<file path="src/rtl/rf_pkg.sv">
// Shared constants and the byte-merge helper used by both the write path and
// the same-cycle bypass path of register_file_sb.
package rf_pkg;

  localparam int DATA_W_DEF   = 32;
  localparam int NUM_REGS_DEF = 32;
  localparam int NUM_RD_DEF   = 2;
  // Widest register the helper handles; callers zero-extend and truncate.
  localparam int MAX_W        = 256;

  function automatic logic [MAX_W-1:0] merge_bytes(
    input logic [MAX_W-1:0]   old_v,
    input logic [MAX_W-1:0]   new_v,
    input logic [MAX_W/8-1:0] be
  );
    logic [MAX_W-1:0] r;
    for (int i = 0; i < MAX_W/8; i++)
      r[8*i +: 8] = be[i] ? new_v[8*i +: 8] : old_v[8*i +: 8];
    return r;
  endfunction

endpackage

</file>
<file path="src/rtl/register_file_sb_if.sv">
// Decode/writeback bus of the register file: write, read ports and issue.
interface register_file_sb_if #(
  parameter int DATA_W   = rf_pkg::DATA_W_DEF,
  parameter int NUM_REGS = rf_pkg::NUM_REGS_DEF,
  parameter int ADDR_W   = $clog2(NUM_REGS),
  parameter int NUM_RD   = rf_pkg::NUM_RD_DEF
);
  logic                     RegWrite;
  logic [ADDR_W-1:0]        WriteRegister;
  logic [DATA_W-1:0]        WriteData;
  logic [DATA_W/8-1:0]      ByteEn;
  logic [NUM_RD*ADDR_W-1:0] ReadRegister;
  logic [NUM_RD*DATA_W-1:0] ReadData;
  logic [NUM_RD-1:0]        ReadBusy;
  logic                     IssueValid;
  logic [ADDR_W-1:0]        IssueDest;
  logic                     AnyBusy;

  modport master (
    output RegWrite, WriteRegister, WriteData, ByteEn, ReadRegister,
           IssueValid, IssueDest,
    input  ReadData, ReadBusy, AnyBusy
  );
  modport slave (
    input  RegWrite, WriteRegister, WriteData, ByteEn, ReadRegister,
           IssueValid, IssueDest,
    output ReadData, ReadBusy, AnyBusy
  );
endinterface

</file>
<file path="src/rtl/rf_scoreboard.sv">
// Busy-bit scoreboard: issue sets, writeback clears, a new producer wins ties.
module rf_scoreboard #(
  parameter int NUM_REGS = 32,
  parameter int ADDR_W   = $clog2(NUM_REGS),
  parameter int ZERO_REG = 1
) (
  input  logic                Clk,
  input  logic                Rst_n,
  input  logic                i_set,
  input  logic [ADDR_W-1:0]   i_set_idx,
  input  logic                i_clr,
  input  logic [ADDR_W-1:0]   i_clr_idx,
  output logic [NUM_REGS-1:0] o_busy,
  output logic                o_any_busy
);

  logic [NUM_REGS-1:0] r_busy;

  always_ff @(posedge Clk or negedge Rst_n) begin
    if (!Rst_n) begin
      r_busy <= '0;
    end else begin
      for (int i = 0; i < NUM_REGS; i++) begin
        if (i_set && i_set_idx == ADDR_W'(i) && !(ZERO_REG != 0 && i == 0))
          r_busy[i] <= 1'b1;
        else if (i_clr && i_clr_idx == ADDR_W'(i))
          r_busy[i] <= 1'b0;
      end
    end
  end

  assign o_busy     = r_busy;
  assign o_any_busy = |r_busy;

endmodule

</file>
<file path="src/rtl/register_file_sb.sv">
// Byte-enabled register file with per-port write bypass and a RAW scoreboard.
module register_file_sb
  import rf_pkg::*;
#(
  parameter int DATA_W   = DATA_W_DEF,
  parameter int NUM_REGS = NUM_REGS_DEF,
  parameter int ADDR_W   = $clog2(NUM_REGS),
  parameter int NUM_RD   = NUM_RD_DEF,
  parameter int ZERO_REG = 1
) (
  input  logic                Clk,
  input  logic                Rst_n,
  register_file_sb_if.slave   bus
);

  logic [DATA_W-1:0]              r_regs [NUM_REGS];
  logic [NUM_REGS-1:0]            w_busy;
  logic                           w_any_busy;
  logic                           w_wr_en;
  logic [DATA_W-1:0]              w_wr_merged;
  logic [NUM_RD-1:0][DATA_W-1:0]  w_rd_data;
  logic [NUM_RD-1:0]              w_rd_busy;

  assign w_wr_en = bus.RegWrite &&
                   !(ZERO_REG != 0 && bus.WriteRegister == '0);
  assign w_wr_merged = DATA_W'(merge_bytes(MAX_W'(r_regs[bus.WriteRegister]),
                                           MAX_W'(bus.WriteData),
                                           (MAX_W/8)'(bus.ByteEn)));

  always_ff @(posedge Clk or negedge Rst_n) begin
    if (!Rst_n) begin
      for (int r = 0; r < NUM_REGS; r++) r_regs[r] <= '0;
    end else begin
      for (int r = 0; r < NUM_REGS; r++)
        if (w_wr_en && bus.WriteRegister == ADDR_W'(r))
          r_regs[r] <= w_wr_merged;
    end
  end

  rf_scoreboard #(
    .NUM_REGS (NUM_REGS),
    .ADDR_W   (ADDR_W),
    .ZERO_REG (ZERO_REG)
  ) u_sb (
    .Clk        (Clk),
    .Rst_n      (Rst_n),
    .i_set      (bus.IssueValid),
    .i_set_idx  (bus.IssueDest),
    .i_clr      (bus.RegWrite),
    .i_clr_idx  (bus.WriteRegister),
    .o_busy     (w_busy),
    .o_any_busy (w_any_busy)
  );

  for (genvar k = 0; k < NUM_RD; k++) begin : g_rd
    logic [ADDR_W-1:0] w_idx;
    logic              w_match;
    logic              w_zero;
    assign w_idx   = bus.ReadRegister[k*ADDR_W +: ADDR_W];
    assign w_match = bus.RegWrite && bus.WriteRegister == w_idx;
    assign w_zero  = ZERO_REG != 0 && w_idx == '0;
    // Outputs are forced low during reset so a stray write can't bypass through.
    assign w_rd_data[k] = (!Rst_n || w_zero) ? '0 :
                          w_match ? w_wr_merged : r_regs[w_idx];
    assign w_rd_busy[k] = Rst_n && !w_zero && w_busy[w_idx] && !w_match;
  end

  assign bus.ReadData = w_rd_data;
  assign bus.ReadBusy = w_rd_busy;
  assign bus.AnyBusy  = Rst_n && w_any_busy;

endmodule

</file>
<file path="src/flat_wrapper.sv">
// flat-port wrapper written by rule: the top's interface ports become plain ports
module register_file_sb_flat import rf_pkg::*;
#(
  parameter int DATA_W   = DATA_W_DEF,
  parameter int NUM_REGS = NUM_REGS_DEF,
  parameter int ADDR_W   = $clog2(NUM_REGS),
  parameter int NUM_RD   = NUM_RD_DEF,
  parameter int ZERO_REG = 1
)
  (Clk, Rst_n, bus_RegWrite, bus_WriteRegister, bus_WriteData, bus_ByteEn, bus_ReadRegister, bus_IssueValid, bus_IssueDest, bus_ReadData, bus_ReadBusy, bus_AnyBusy);
  register_file_sb_if #(.DATA_W(DATA_W), .NUM_REGS(NUM_REGS), .ADDR_W(ADDR_W), .NUM_RD(NUM_RD)) bus_i ();
  input  logic Clk;
  input  logic Rst_n;
  input wire logic [$bits(bus_i.RegWrite)-1:0] bus_RegWrite;
  input wire logic [$bits(bus_i.WriteRegister)-1:0] bus_WriteRegister;
  input wire logic [$bits(bus_i.WriteData)-1:0] bus_WriteData;
  input wire logic [$bits(bus_i.ByteEn)-1:0] bus_ByteEn;
  input wire logic [$bits(bus_i.ReadRegister)-1:0] bus_ReadRegister;
  input wire logic [$bits(bus_i.IssueValid)-1:0] bus_IssueValid;
  input wire logic [$bits(bus_i.IssueDest)-1:0] bus_IssueDest;
  output wire logic [$bits(bus_i.ReadData)-1:0] bus_ReadData;
  output wire logic [$bits(bus_i.ReadBusy)-1:0] bus_ReadBusy;
  output wire logic [$bits(bus_i.AnyBusy)-1:0] bus_AnyBusy;
  assign bus_i.RegWrite = bus_RegWrite;
  assign bus_i.WriteRegister = bus_WriteRegister;
  assign bus_i.WriteData = bus_WriteData;
  assign bus_i.ByteEn = bus_ByteEn;
  assign bus_i.ReadRegister = bus_ReadRegister;
  assign bus_i.IssueValid = bus_IssueValid;
  assign bus_i.IssueDest = bus_IssueDest;
  assign bus_ReadData = bus_i.ReadData;
  assign bus_ReadBusy = bus_i.ReadBusy;
  assign bus_AnyBusy = bus_i.AnyBusy;
  register_file_sb #(.DATA_W(DATA_W), .NUM_REGS(NUM_REGS), .ADDR_W(ADDR_W), .NUM_RD(NUM_RD), .ZERO_REG(ZERO_REG)) u_core (.Clk(Clk), .Rst_n(Rst_n), .bus(bus_i));
endmodule
</file>
<file path="config.mk">
export PLATFORM = sky130hd
export DESIGN_NAME = register_file_sb_flat
export DESIGN_NICKNAME = d
export VERILOG_FILES = /design/src/rtl/rf_pkg.sv /design/src/rtl/register_file_sb_if.sv /design/src/rtl/rf_scoreboard.sv /design/src/rtl/register_file_sb.sv /design/src/flat_wrapper.sv
export SDC_FILE = /design/constraint.sdc
export NUM_CORES = 2
export LEC_CHECK = 0
export CORE_UTILIZATION = 55
export DETAILED_ROUTE_END_ITERATION = 16
export PLACE_DENSITY = 0.77
export RECOVER_POWER = 50
export SLEW_MARGIN = 40
export SYNTH_ARGS = -nofsm -noshare
export SYNTH_HDL_FRONTEND = slang
export SYNTH_SLANG_ARGS = --single-unit
</file>
<file path="constraint.sdc">
create_clock -name Clk -period 3.75 [get_ports Clk]
set_clock_uncertainty 0.2 [all_clocks]
set_input_delay 0.375 -clock Clk [delete_from_list [all_inputs] [get_ports Clk]]
set_output_delay 0.375 -clock Clk [all_outputs]
set_load 0.1 [all_outputs]
</file>
After elaboration in Yosys (flattened, before gate mapping). Cells that the tools add are included.

Register bits after elaboration: 1055. Input bits: 60. Output and inout bits: 67. Word-level logic and storage cells: 365.

Order comparisons: 5. Eq/ne operators: 64. Mux-type cells: 83. Bitwise logic cells: 3. Reductions and logical operators: 147.

Operators by type and width (number): $bmux W32 S5 (3); $mux W32 (10); $eq A5 B5 Y1 const B (32); $logic_and A1 B1 Y1 (104); $eq A5 B4 Y1 const B (16); $mux W1 (64); $reduce_bool A2 Y1 (31); $eq A5 B3 Y1 const B (8); $mux W8 (4); $reduce_or A31 Y1 (1); $eq A5 B2 Y1 const B (4); $ge A6 B6 Y1 const B (3); $not A5 Y6 (3); $logic_not A5 Y1 (3); $lt A5 B6 Y1 const B (2); $bmux W1 S5 (2); $eq A5 B1 Y1 const B (2); $eq A5 B5 Y1 (2); $logic_not A1 Y1 (6); $logic_or A1 B1 Y1 (2).

Longest topological paths before layout.
Depth after elaboration: 7. Depth in mapped cells: 12. Gate-level depth less buffers: 6.

Hierarchy. Synthesis repeated with hierarchy kept, for this count alone.

Cell total of the unflattened synthesis: 5410. Area, all modules: 64690.8 µm².

Modules (own cells, without submodules): register_file_sb (times used 1, cells each 5274, area each 63314.5 µm²); rf_scoreboard (times used 1, cells each 136, area each 1376.3 µm²).

Least setup slack after synthesis. OpenSTA, ideal clock, no wires.

Path type: input to output. From: input port bus_ReadRegister[7]. To: output port bus_ReadBusy[1]. Arrival time: 4.641 ns. Setup slack: -1.466 ns. Stages: 7. Cell sequence: clkbuf_1 > buf_2 > buf_1 > o21ba_2 > nor2_1 > o21a_1 > nor4_1.

Cells in the longest elaborated chain, start to end: 5. Elaborated cells on any way between the ends: 10. Classes of those cells: eq/ne (1); mux (2); reduce/logical (7).

Ends and longest elaborated chain: start: declaration (RTL line flat_wrapper.sv:18) `input wire logic [$bits(bus_i.ReadRegister)-1:0] bus_ReadRegister;`; parallel branches: the longest is 4 deep, another holds $bmux W1 S5; $logic_and A1 B1 Y1 (*) (RTL line register_file_sb.sv:65) `assign w_rd_busy[k] = Rst_n && !w_zero && w_busy[w_idx] && !w_match;`; end: declaration (RTL line flat_wrapper.sv:22) `output wire logic [$bits(bus_i.ReadBusy)-1:0] bus_ReadBusy;`.

Mark *: on every way between the ends. The select of a mux whose other input is x is not followed.

Worst setup path in the final report.
From: input port bus_WriteRegister[0]. To: output port bus_ReadData[1].

Cells in the longest elaborated chain, start to end: 7. Elaborated cells on any way between the ends: 9. Classes of those cells: eq/ne (1); mux (6); bitwise (1); reduce/logical (1).

Ends and longest elaborated chain: start: declaration (RTL line flat_wrapper.sv:15) `input wire logic [$bits(bus_i.WriteRegister)-1:0] bus_WriteRegister;`; $not A5 Y6 (not written as such) (RTL line register_file_sb.sv:26) `assign w_wr_merged = DATA_W'(merge_bytes(MAX_W'(r_regs[bus.WriteRegister]),`; $bmux W32 S5 (RTL line register_file_sb.sv:26); $mux W32 (not written as such) (2 in a row) (RTL line register_file_sb.sv:26); $mux W8 (RTL line rf_pkg.sv:18) `r[8*i +: 8] = be[i] ? new_v[8*i +: 8] : old_v[8*i +: 8];`; $mux W32 (*) (RTL line register_file_sb.sv:64) `w_match ? w_wr_merged : r_regs[w_idx];`; $mux W32 (*) (RTL line register_file_sb.sv:63) `assign w_rd_data[k] = (!Rst_n || w_zero) ? '0 :`; end: declaration (RTL line flat_wrapper.sv:21) `output wire logic [$bits(bus_i.ReadData)-1:0] bus_ReadData;`.

Mark *: on every way between the ends. The rest lies on a longest branch, timed or not. The select of a mux whose other input is x is not followed.

==> impl_metrics.ini <==
[place]
post-dp-hpwl_um = 135000
portBuffers = 126
gp_congestion = 0.934

[setup_path]
timing.rr.end = u_core.r_regs[397]
r2r_start = u_core.r_regs[13]
reg2reg_slack_ns = 0.96
cp_max_fo = 19
crit_path_end = bus_ReadData[1]
crit_start = bus_WriteRegister[0]
arrival_ns = 3.13
worst_setup_path_start_kind = input pin
critPathKind = input pin to primary output
r2r_cells = 5
critPathRequiredTime_ns = 3.17
crit_path_end_kind = primary output

[power]
powerDensity_mw_per_mm2 = 541
ir_drop_v = 0.000462
p_leak_nw = 30.0

[timing]
worstMarginPinSlew_ns = 2.43
fin_crit_ns = 3.71
hold_ws_ns = 0.0653
slew_viol_final = 928
rsz0062_at_grt = false
finalSetupViolCount = 0
fmax_ghz = 0.270
hold_viol = 0
finalCritPeriodShare_pct = 98.9
max_slew_margin_pct = -62.3
tns_ns = 0

[drt]
vias = 51169
antenna_left = 0
viasPerCell = 7.48
first_pass_iters = 8
drt-total-wl_um = 219000
drc_errors = 0
wl_per_cell_um = 32.1
drtIter0Drc = 8018

[floorplanning]
die_area_sq_mm = 0.115
fp.coreArea_sq_mm = 0.113
rows = 123
ios = 127
start_util_pct = 55.6
die_height_um = 339
die_x_um = 339

[clocking]
clkTransAtPathRegs_ns = 0.07
numCtsBuffers = 107
clk_latency_ns = 0.73
clk_path_buf_depth = 3
clock_sinks = 1055
cts_tree = done
cts_root_buf = clkbuf_16
postCtsSetupBuffers = 0
htreeDepth = 3

[synth]
avgSynthCellArea_sq_um = 11.8
yosys_warnings = 0
synth_area_sq_mm = 0.0626
synthArstFlopShare_pct = 100
synthFlopType = dfrtp_1
yosysSeqAreaShare_pct = 42.2
synth_edf_count = 0
synth_cell_types = 57
synth-seq-cells = 1055
syn_nets = 5355
synth_cells = 5295

[final_layout]
area_growth_syn_to_layout_pct = 13.4
nets = 5310
final_layout_size_suffix_gt1_share_pct = 27.2
n_fill_cell = 8132

[outcome]
violations = max-capacitance violations, max-slew violations
status = finished with violations

[global_route]
grt_usage_pct = 38.3
grt_max_degree = 155
antenna_found_initial = 4
grt_pass1_wl_um = 329000
grt_pass1_vias = 51794
grt_overflow = 0

[worst_hold_path]
hold_path_class = input pin to asynchronous set/reset pin

[flow_run]
drv_cap = 17
[cell families after synthesis]
kind of cell / after synthesis / share of synthesized area (%)
muxes: 1107 / 34.4
AOI/OAI and AO/OA: 1345 / 11.7
xor gates and xnor gates: 10 / 0.140
DFF: 1055 / 42.2
and+or+nand+nor: 1198 / 7.69
buffers and inverters: 580 / 3.93
[sequential cells by signal, indices dropped and copies added (netlist names)]
| name | cells |
|---|---|
| u_core.u_sb.o_busy | 31 |
| u_core.r_regs | 1024 |
[worst min path at each step]
stage,cells after the start,slack (ns),startpoint,endpoint
after floorplan,0,-0.12,Rst_n,u_core.r_regs[0]
after global placement,1,0.04,Rst_n,u_core.r_regs[359]
after detailed placement,1,0.04,Rst_n,u_core.r_regs[359]
after CTS,4,0.13,bus_WriteRegister[1],u_core.r_regs[641]
after global routing,3,0.12,Rst_n,u_core.r_regs[487]
final,3,0.07,Rst_n,u_core.r_regs[225]
[power by group]
group | total, mW | switching (mW) | internal [mW]
registers | 16.4 | 2.63 | 13.8
logic | 10.7 | 5.22 | 5.50
clock network | 11.3 | 4.81 | 6.45
[area by class of cell]
type	count	area (sq um)	share of cell area, %
antenna	4	10.0	0.0141
multi-input combinational	3660	34100	48.0
inverter	13	51.3	0.0723
tap	1500	1880	2.64
clock inverter	48	657	0.925
timing repair buffer	413	4990	7.03
sequential	1055	26400	37.2
clock buffer	144	2940	4.14
[cells in the mapped netlist (all sizes together), types with 2 or more instances]
cell | instances | area, sq um
o21ai | 1122 | 5620
dfrtp | 1055 | 26400
nand2 | 1044 | 3920
mux4 | 831 | 18700
clkbuf | 411 | 1540
mux2i | 242 | 2420
buf | 156 | 867
a22oi | 61 | 458
nand2b | 59 | 369
o22ai | 41 | 275
mux2 | 34 | 383
a211oi | 33 | 248
a2bb2oi | 28 | 245
nor2 | 22 | 82.6
nor2b | 14 | 87.6
nor4 | 13 | 87.6
inv | 12 | 45.0
nand3 | 11 | 55.1
a22o | 9 | 78.8
nor3 | 9 | 45.0
xor2 | 8 | 70.1
a21oi | 7 | 35.0
a32o | 7 | 70.1
a221oi | 6 | 52.6
and2 | 6 | 37.5
a211o | 5 | 43.8
and3 | 5 | 31.3
nand4 | 5 | 31.3
or2 | 5 | 31.3
a2111oi | 4 | 41.3
o21a | 4 | 31.3
o31ai | 4 | 30.0
a31oi | 3 | 18.8
o211ai | 3 | 22.5
o32ai | 3 | 26.3
or3b | 2 | 17.5
xnor2 | 2 | 17.5
[per-layer routing]
| metal | routed length [um] | global-route usage, % |
|---|---|---|
| met5 | 139 | 0.654 |
| met4 | 16500 | 23.9 |
| met3 | 34800 | 15.0 |
| met2 | 94900 | 54.7 |
| met1 | 73000 | 49.2 |
[through the flow]
stage	total power [mW]	setup slack (ns)	cell area, sq um	instances	utilization [%]
4_1_cts	38.1	0.103	71200	6831	63.2
6_report	38.4	0.0403	71000	6837	63.0
3_3_place_gp	26.2	0.0714	67500	6634	59.9
2_1_floorplan	23.2	-0.335	62700	5295	-
3_5_place_dp	26.8	0.133	67600	6637	60.0
5_1_grt	39.7	0.0413	71000	6833	63.0
[cell usage in the layout (no fill, tap or decap), types with 6 or more instances in the layout]
cell and instances:
dfrtp_1 1055, nand2_1 1028, o21ai_0 1025, mux4_2 831, mux2i_1 242, buf_4 180, buf_12 137, clkbuf_16 107
o21ai_1 79, a22oi_1 61, nand2b_1 56, clkdlybuf4s50_1 44, o22ai_1 37, clkbuf_1 35, mux2_2 34, a211oi_1 31
a2bb2oi_1 27, nor2_1 22, clkinv_2 22, clkbuf_2 20, o21ai_2 18, nor2b_1 14, bufinv_16 14, inv_1 12
clkbuf_8 12, nor4_1 11, nor3_1 9, a22o_1 9, xor2_1 8, nand2_2 8, nand2_4 8, a21oi_1 7
a32o_1 7, buf_8 7, a221oi_1 6, nand3_4 6
[worst max-delay path: stages]
cell and delay (ns):
buf_8 0.18, or3b_2 0.85, buf_4 0.37, o21ai_0 0.34
o21ai_0 0.19, nand2b_1 0.21, o21ai_1 0.35, buf_12 0.23
[repair_timing]
item / CTS / global route
endpoints found under the hold margin: 140 / 0
setup endpoints to repair: 0 / 4
hold buffers: 2 / 0
gates resized for setup: 0 / 2
Note: power is estimated with default switching activity, not from simulation.
